--- config.mk ---
export PLATFORM = sky130hd
export DESIGN_NAME = dynamic_branch_predictor_flat
export DESIGN_NICKNAME = d
export VERILOG_FILES = /design/src/rtl/dynamic_branch_predictor_pkg.sv /design/src/rtl/dynamic_branch_predictor_if.sv /design/src/rtl/dynamic_branch_predictor_bp_sat_counter.sv /design/src/rtl/dynamic_branch_predictor.sv /design/src/flat_wrapper.sv
export SDC_FILE = /design/constraint.sdc
export NUM_CORES = 2
export LEC_CHECK = 0
export ABC_AREA = 0
export CORE_MARGIN = 3
export CORE_UTILIZATION = 25
export DETAILED_ROUTE_END_ITERATION = 7
export SLEW_MARGIN = 0
export SYNTH_ARGS = -nofsm -noshare
export SYNTH_HDL_FRONTEND = slang
export SYNTH_SLANG_ARGS = --single-unit
--- constraint.sdc ---
create_clock -name iClk -period 10.4 [get_ports iClk]
set_input_delay 1.56 -clock iClk [delete_from_list [all_inputs] [get_ports iClk]]
set_output_delay 1.56 -clock iClk [all_outputs]
set_load 0.05 [all_outputs]
--- src/rtl/dynamic_branch_predictor_pkg.sv ---
// Shared types and helpers for the dynamic branch predictor: BTB entry layout,
// counter constants and PC field extraction.
package dynamic_branch_predictor_pkg;

  localparam int TAG_MAX_W = 30;

  typedef struct packed {
    logic                 valid;
    logic [TAG_MAX_W-1:0] tag;
    logic [31:0]          target;
  } btb_entry_t;

  // Weakly taken: MSB set, all lower bits clear.
  function automatic logic [3:0] ctr_weak_taken(int cb);
    return 4'(1 << (cb - 1));
  endfunction

  function automatic logic [3:0] ctr_strong(int cb);
    return 4'((1 << cb) - 1);
  endfunction

  function automatic logic [31:0] pc_idx(logic [31:0] pc, int idx_bits);
    return (pc >> 2) & ((32'd1 << idx_bits) - 32'd1);
  endfunction

  function automatic logic [31:0] pc_tag(logic [31:0] pc, int idx_bits, int tag_bits);
    return (pc >> (idx_bits + 2)) & ((32'd1 << tag_bits) - 32'd1);
  endfunction

endpackage

--- src/rtl/dynamic_branch_predictor_if.sv ---
// Fetch-side lookup and decode-side training signals of the branch predictor,
// plus debug taps (counter at the current lookup index, global history).
interface dynamic_branch_predictor_if #(
  parameter int IDX_W = 6,
  parameter int CNT_W = 2,
  parameter int GHR_W = 4
);
  // Fetch lookup is a pure combinational query with no handshake. Training is a
  // valid-only transfer: iUpdateEnD high means the decode fields are valid and
  // are consumed on that rising edge; the predictor can always accept (no ready).
  logic [31:0]      iPCF;
  logic             oPredictTakenF;
  logic [31:0]      oPredictTargetF;
  logic             oHitF;
  logic [IDX_W-1:0] oPhtIndexF;

  logic             iUpdateEnD;
  logic [31:0]      iPCD;
  logic [IDX_W-1:0] iPhtIndexD;
  logic             iTakenD;
  logic [31:0]      iTargetD;
  logic             iIsJumpD;
  logic             iMispredictD;
  logic [31:0]      oMispredictCount;

  logic [CNT_W-1:0] dbg_counter;
  logic [GHR_W-1:0] dbg_ghr;

  modport master (
    output iPCF, iUpdateEnD, iPCD, iPhtIndexD, iTakenD, iTargetD, iIsJumpD, iMispredictD,
    input  oPredictTakenF, oPredictTargetF, oHitF, oPhtIndexF, oMispredictCount,
    input  dbg_counter, dbg_ghr
  );

  modport slave (
    input  iPCF, iUpdateEnD, iPCD, iPhtIndexD, iTakenD, iTargetD, iIsJumpD, iMispredictD,
    output oPredictTakenF, oPredictTargetF, oHitF, oPhtIndexF, oMispredictCount,
    output dbg_counter, dbg_ghr
  );
endinterface

--- src/rtl/dynamic_branch_predictor_bp_sat_counter.sv ---
// Combinational next value of a saturating up/down counter with a force-to-max input.
module bp_sat_counter #(
  parameter int COUNTER_BITS = 2
) (
  input  logic [COUNTER_BITS-1:0] count_i,
  input  logic                    taken_i,
  input  logic                    force_max_i,
  output logic [COUNTER_BITS-1:0] count_o
);
  localparam logic [COUNTER_BITS-1:0] CNT_MAX = '1;

  always_comb begin
    count_o = count_i;
    if (force_max_i) begin
      count_o = CNT_MAX;
    end else if (taken_i) begin
      if (count_i != CNT_MAX) count_o = count_i + COUNTER_BITS'(1);
    end else begin
      if (count_i != '0) count_o = count_i - COUNTER_BITS'(1);
    end
  end
endmodule

--- src/rtl/dynamic_branch_predictor.sv ---
// Direct-mapped BTB plus saturating-counter table; combinational lookup, trained from decode.
// Optional gshare indexing of the counter table is enabled with the GSHARE_EN macro.
module dynamic_branch_predictor
  import dynamic_branch_predictor_pkg::*;
#(
  parameter int ENTRIES      = 64,
  parameter int COUNTER_BITS = 2,
  parameter int TAG_BITS     = 8,
  parameter int GHR_BITS     = 4
) (
  input logic                      iClk,
  input logic                      iRst,
  dynamic_branch_predictor_if.slave bp
);
  localparam int IDX = $clog2(ENTRIES);
  localparam logic [COUNTER_BITS-1:0] CTR_WEAK = COUNTER_BITS'(ctr_weak_taken(COUNTER_BITS));
  localparam logic [COUNTER_BITS-1:0] CTR_MAX  = COUNTER_BITS'(ctr_strong(COUNTER_BITS));

  btb_entry_t              btb_q [ENTRIES];
  btb_entry_t              btb_d [ENTRIES];
  logic [COUNTER_BITS-1:0] cnt_q [ENTRIES];
  logic [COUNTER_BITS-1:0] cnt_d [ENTRIES];
  logic [31:0]             miss_cnt_q, miss_cnt_d;

  logic [IDX-1:0]       fetch_idx, pht_idx, upd_idx;
  logic [TAG_MAX_W-1:0] fetch_tag, upd_tag;
  btb_entry_t           fetch_entry;
  logic                 fetch_hit, upd_hit;
  logic [COUNTER_BITS-1:0] sat_next;

  assign fetch_idx   = IDX'(pc_idx(bp.iPCF, IDX));
  assign fetch_tag   = TAG_MAX_W'(pc_tag(bp.iPCF, IDX, TAG_BITS));
  assign fetch_entry = btb_q[fetch_idx];
  assign fetch_hit   = fetch_entry.valid && (fetch_entry.tag == fetch_tag) && !iRst;

`ifdef GSHARE_EN
  logic [GHR_BITS-1:0] ghr_q, ghr_d;

  // Only conditional outcomes enter the history; jumps carry no information.
  always_comb begin
    ghr_d = ghr_q;
    if (bp.iUpdateEnD && !bp.iIsJumpD) ghr_d = GHR_BITS'({ghr_q, bp.iTakenD});
  end

  always_ff @(posedge iClk) begin
    if (iRst) ghr_q <= '0;
    else      ghr_q <= ghr_d;
  end

  assign pht_idx    = fetch_idx ^ IDX'(ghr_q);
  assign bp.dbg_ghr = ghr_q;
`else
  assign pht_idx    = fetch_idx;
  assign bp.dbg_ghr = GHR_BITS'(0);
`endif

  assign bp.oPhtIndexF      = pht_idx;
  assign bp.oHitF           = fetch_hit;
  assign bp.oPredictTakenF  = fetch_hit && cnt_q[pht_idx][COUNTER_BITS-1];
  assign bp.oPredictTargetF = fetch_hit ? fetch_entry.target : 32'd0;
  assign bp.dbg_counter     = cnt_q[pht_idx];
  assign bp.oMispredictCount = miss_cnt_q;

  // Training side: BTB is addressed by the decode PC, the counter by the carried index.
  assign upd_idx = IDX'(pc_idx(bp.iPCD, IDX));
  assign upd_tag = TAG_MAX_W'(pc_tag(bp.iPCD, IDX, TAG_BITS));
  assign upd_hit = btb_q[upd_idx].valid && (btb_q[upd_idx].tag == upd_tag);

  bp_sat_counter #(.COUNTER_BITS(COUNTER_BITS)) u_sat_counter (
    .count_i     (cnt_q[bp.iPhtIndexD]),
    .taken_i     (bp.iTakenD),
    .force_max_i (bp.iIsJumpD),
    .count_o     (sat_next)
  );

  always_comb begin
    btb_d      = btb_q;
    cnt_d      = cnt_q;
    miss_cnt_d = miss_cnt_q;
    if (bp.iUpdateEnD) begin
      if (upd_hit) begin
        btb_d[upd_idx].target = bp.iTargetD;
        cnt_d[bp.iPhtIndexD]  = sat_next;
      end else if (bp.iTakenD) begin
        btb_d[upd_idx].valid  = 1'b1;
        btb_d[upd_idx].tag    = upd_tag;
        btb_d[upd_idx].target = bp.iTargetD;
        cnt_d[bp.iPhtIndexD]  = bp.iIsJumpD ? CTR_MAX : CTR_WEAK;
      end
      if (bp.iMispredictD && (miss_cnt_q != 32'hFFFF_FFFF)) miss_cnt_d = miss_cnt_q + 32'd1;
    end
  end

  // Reset clears only valid bits and counters; tags and targets of invalid entries never matter.
  always_ff @(posedge iClk) begin
    if (iRst) begin
      for (int i = 0; i < ENTRIES; i++) begin
        btb_q[i].valid <= 1'b0;
        cnt_q[i]       <= '0;
      end
      miss_cnt_q <= '0;
    end else begin
      btb_q      <= btb_d;
      cnt_q      <= cnt_d;
      miss_cnt_q <= miss_cnt_d;
    end
  end

endmodule
--- src/flat_wrapper.sv ---
// flat-port wrapper written by rule: the top's interface ports become plain ports
module dynamic_branch_predictor_flat import dynamic_branch_predictor_pkg::*;
#(
  parameter int ENTRIES      = 64,
  parameter int COUNTER_BITS = 2,
  parameter int TAG_BITS     = 8,
  parameter int GHR_BITS     = 4
)
  (iClk, iRst, bp_iPCF, bp_iUpdateEnD, bp_iPCD, bp_iPhtIndexD, bp_iTakenD, bp_iTargetD, bp_iIsJumpD, bp_iMispredictD, bp_oPredictTakenF, bp_oPredictTargetF, bp_oHitF, bp_oPhtIndexF, bp_oMispredictCount, bp_dbg_counter, bp_dbg_ghr);
  dynamic_branch_predictor_if bp_i ();
  input logic iClk;
  input logic iRst;
  input wire logic [$bits(bp_i.iPCF)-1:0] bp_iPCF;
  input wire logic [$bits(bp_i.iUpdateEnD)-1:0] bp_iUpdateEnD;
  input wire logic [$bits(bp_i.iPCD)-1:0] bp_iPCD;
  input wire logic [$bits(bp_i.iPhtIndexD)-1:0] bp_iPhtIndexD;
  input wire logic [$bits(bp_i.iTakenD)-1:0] bp_iTakenD;
  input wire logic [$bits(bp_i.iTargetD)-1:0] bp_iTargetD;
  input wire logic [$bits(bp_i.iIsJumpD)-1:0] bp_iIsJumpD;
  input wire logic [$bits(bp_i.iMispredictD)-1:0] bp_iMispredictD;
  output wire logic [$bits(bp_i.oPredictTakenF)-1:0] bp_oPredictTakenF;
  output wire logic [$bits(bp_i.oPredictTargetF)-1:0] bp_oPredictTargetF;
  output wire logic [$bits(bp_i.oHitF)-1:0] bp_oHitF;
  output wire logic [$bits(bp_i.oPhtIndexF)-1:0] bp_oPhtIndexF;
  output wire logic [$bits(bp_i.oMispredictCount)-1:0] bp_oMispredictCount;
  output wire logic [$bits(bp_i.dbg_counter)-1:0] bp_dbg_counter;
  output wire logic [$bits(bp_i.dbg_ghr)-1:0] bp_dbg_ghr;
  assign bp_i.iPCF = bp_iPCF;
  assign bp_i.iUpdateEnD = bp_iUpdateEnD;
  assign bp_i.iPCD = bp_iPCD;
  assign bp_i.iPhtIndexD = bp_iPhtIndexD;
  assign bp_i.iTakenD = bp_iTakenD;
  assign bp_i.iTargetD = bp_iTargetD;
  assign bp_i.iIsJumpD = bp_iIsJumpD;
  assign bp_i.iMispredictD = bp_iMispredictD;
  assign bp_oPredictTakenF = bp_i.oPredictTakenF;
  assign bp_oPredictTargetF = bp_i.oPredictTargetF;
  assign bp_oHitF = bp_i.oHitF;
  assign bp_oPhtIndexF = bp_i.oPhtIndexF;
  assign bp_oMispredictCount = bp_i.oMispredictCount;
  assign bp_dbg_counter = bp_i.dbg_counter;
  assign bp_dbg_ghr = bp_i.dbg_ghr;
  dynamic_branch_predictor #(.ENTRIES(ENTRIES), .COUNTER_BITS(COUNTER_BITS), .TAG_BITS(TAG_BITS), .GHR_BITS(GHR_BITS)) u_core (.iClk(iClk), .iRst(iRst), .bp(bp_i));
endmodule
==> key figures <==
Placement
  – Post-place setup slack: 1.446 ns
  – Placed wire-length estimate: 208800 um
  – Buffers on Ports: 145
  – # placed instances: 12.16k
  – Gpl congestion: 0.9056

Worst setup path
  – Worst setup startpoint: bp_iPCF[2]
  – CP bufs+invs: 2
  – FF-to-FF setup slack: 4.85 ns
  – CP arrival: 7.42 ns
  – Reg2reg start: u_core.btb_q[1293]
  – Req. time, crit path: 8.84 ns
  – R2r endpoint: u_core.btb_q[2742]
  – Crit-path cells: buf_8 > mux4_2 > mux4_2 > mux4_2 > xnor2_1 > nand4_1 > nor4_2 > nand2_1 > a211oi_1 > clkdlybuf4s50_1
  – CP delay by family, top: simple AND/OR/NAND/NOR gates
  – Crit Path Max Fanout: 66
  – Worst path slowest cell: clkdlybuf4s50_1
  – CP endpoint: bp_oPredictTargetF[26]
  – Worst setup EP type: output port
  – Classification of the worst setup path: in2out
  – Worst reg-to-reg path cell count: 10
  – Crit path top cell by count: mux4_2
  – Crit path largest cell delay: 1.09 ns
  – Crit path depth: 10
  – Critical path startpoint category: primary input

GRT
  – GRT Util Overall: 14.52%
  – Vias in the first global route: 65.26k
  – Grt total ovfl: 0
  – Largest net degree at the start of global routing: 120
  – Initial antenna violation count: 46
  – First-pass GRT wire length: 497900 um

Yosys
  – Syn Area/Cell: 18.89 um^2
  – Cells after Synth: 6152
  – Top area cells in the synthesized netlist: edfxtp_1, mux4_2, dfxtp_1, nor2_1, mux2i_1
  – Yosys warnings: 0
  – Prevailing post-synth register cell: edfxtp_1
  – Synth top cells by count: edfxtp_1, mux4_2, nor2_1, clkbuf_1, nand2_1
  – Cell taking the most area after synthesis: edfxtp_1
  – Mapped Area: 116200 um^2
  – Most frequent cell after synthesis: edfxtp_1
  – Sequential fraction of the synthesis area: 70.03%
  – Number of synthesized register bits: 2784
  – Post-synth EDFFs: 2560
  – Synth unique cells: 72
  – Async SR Flop Fraction: 0%
  – Synth top area share: 66.17%

Clock tree
  – Clock-pin transition on the worst setup and hold timing paths: 0.06 ns
  – CTS resizes: 0
  – CTS Sinks: 2784
  – Worst-Skew Late Latency: 0.89 ns
  – Post-CTS Setup Inserts: 0
  – Longest Clk Path Bufs: 4
  – CTS Root Buffer Type: clkbuf_16
  – H-Tree Depth: 5
  – CTS Hold Bufs: 0
  – TritonCTS clock tree: yes
  – TritonCTS Buffers: 276

Hold path
  – Type of the worst min-delay path: reg2reg

Timing
  – Worst-Margin Slew: 1.606 ns
  – Slew margin rel.: -7.178%
  – Final worst setup slack: 1.425 ns
  – Pins Over Slew Limit: 18
  – Tcrit/Tclk final: 86.30%
  – RSZ-0062 raised after global routing: false
  – Crit path time final: 8.975 ns
  – Sum Neg Setup Slack: 0 ns
  – Final setup skew: 0.07595 ns
  – Setup violators final: 0
  – Top achievable clock speed: 111.4 MHz
  – Fin. Hold Viols: 0

Die
  – Num rows: 249
  – Core area: 461400 um^2
  – Die area: 473000 um^2
  – Die X: 687.7 um
  – I/O pin total: 186
  – Die H: 687.7 um
  – Starting Density: 25.18%

Detailed routing
  – Number of DRC markers in iteration 0: 8854
  – Post-route ant nets: 0
  – DRT Wirelength: 353000 um
  – Via/cell ratio: 5.083
  – Drt drc: 0
  – DR WL/cell: 27.88 um
  – TritonRoute pass-1 iters: 8
  – Total number of vias: 64.35k

Flow run
  – MaxCap Viol Count: 2

Final layout
  – Post-layout util: 29.08%
  – Post-route insts no fill: 12.66k
  – P&R area growth vs syn: 15.50%
  – Fillers: 44.89k
  – Layout Nets: 6399
  – Share of cells above drive strength 1: 27.23%

Outcome
  – Failing checks: capacitance limit, slew limit
  – Outcome: complete, but fails checks

Pwr
  – Power per cell area: 174.1 nW/um^2
  – Lkg Pwr: 38.40 nW
  – Peak supply drop: 160.2 uV
[cells by family after synthesis]
| logic type | count (synthesis) | synth area share [%] |
|---|---|---|
| buffers and inverters | 492 | 1.793 |
| flip-flops | 2784 | 70.03 |
| adder cells (fa/ha/maj) | 2 | 0.01938 |
| multiplexers | 1151 | 20.38 |
| XOR/XNOR | 38 | 0.2865 |
| AO/OA/AOI/OAI | 410 | 2.771 |
| other | 1 | 0.003228 |
| AND/OR/NAND/NOR | 1274 | 4.724 |
[per-stage QoR]
stage	hold WS, ns	instance area, um^2	power [mW]
final	0.4775	134200	23.36
after global routing	0.4941	134200	23.99
after CTS	0.4773	134200	23.52
after detailed placement	0.4605	125400	13.71
after global placement	0.4572	125400	13.68
after floorplan	0.4411	116200	13.18
[placed cells by master (no fill, tap or decap), drive strengths merged, types with 10 or more instances in the layout]
cell type / Yosys / layout
nand3b: 16 / 16
buf: 169 / 227
xor2: 16 / 16
inv: 19 / 26
o22ai: 25 / 25
nand3: 39 / 39
a31oi: 12 / 12
clkinv: 1 / 104
bufinv: 0 / 24
clkbuf: 303 / 346
nor2b: 18 / 18
mux2i: 149 / 149
nand4: 16 / 16
a221oi: 36 / 36
or3: 12 / 12
o21ai: 29 / 29
nor2: 690 / 690
a21oi: 34 / 34
nand2: 284 / 284
edfxtp: 2560 / 2560
and3: 46 / 46
nor3b: 11 / 11
xnor2: 22 / 22
clkdlybuf4s50: 0 / 102
mux4: 968 / 968
o32ai: 68 / 68
nor4: 11 / 11
nand2b: 18 / 18
o2bb2ai: 64 / 64
mux2: 34 / 34
o211ai: 10 / 10
a211oi: 14 / 14
a22oi: 74 / 74
diode: 0 / 14
a22o: 12 / 12
dfxtp: 224 / 224
nor3: 80 / 80
[state kept, by name, summed over array words and instances, names as in the netlist]
register	cells
u_core.bp.oMispredictCount	32
u_core.cnt_q	128
u_core.btb_q	2624
[layer usage]
layer | vias up | GRT usage (%) | wire (um)
met5 | - | 0 | 80
met4 | 12 | 6.629 | 17610
met3 | 906 | 3.495 | 34920
met2 | 3599 | 23.40 | 166500
met1 | 34330 | 18.49 | 133800
li1 | 25500 | - | -
[tightest hold or removal path, cell delays in order (launching register included)]
cell	delay [ns]
dfxtp_1	0.32
nand2_1	0.05
mux2i_1	0.05
[final cells by class]
cell class	count	area (um^2)	area share, %
Antenna cell	14	35.03	0.02611
Clock buffer	346	7411	5.522
Clock inverter	138	1320	0.9837
Inverter	20	80.08	0.05967
Multi-Input combinational cell	2879	33470	24.94
Sequential cell	2784	81360	60.63
Tap cell	6149	7694	5.733
Timing Repair Buffer	329	2831	2.110
[power breakdown]
| part | leakage, nW | total [mW] | switching (mW) | internal (mW) |
|---|---|---|---|---|
| clock network | 4.27 | 9.89 | 4.24 | 5.65 |
| registers | 23.8 | 12.2 | 0.00873 | 12.2 |
| logic | 10.4 | 1.26 | 0.819 | 0.441 |
[worst min-delay path by stage]
stage	from	endpoint	slack, ns	cells after the start
after floorplan	u_core.cnt_q[49]	u_core.cnt_q[49]	0.44	2
after global placement	u_core.cnt_q[83]	u_core.cnt_q[83]	0.46	2
after detailed placement	u_core.cnt_q[119]	u_core.cnt_q[119]	0.46	2
after CTS	u_core.cnt_q[53]	u_core.cnt_q[53]	0.48	2
after global routing	u_core.btb_q[1511]	u_core.btb_q[1511]	0.49	1
final	u_core.cnt_q[119]	u_core.cnt_q[119]	0.48	2
(Power assumes the default switching activity.)
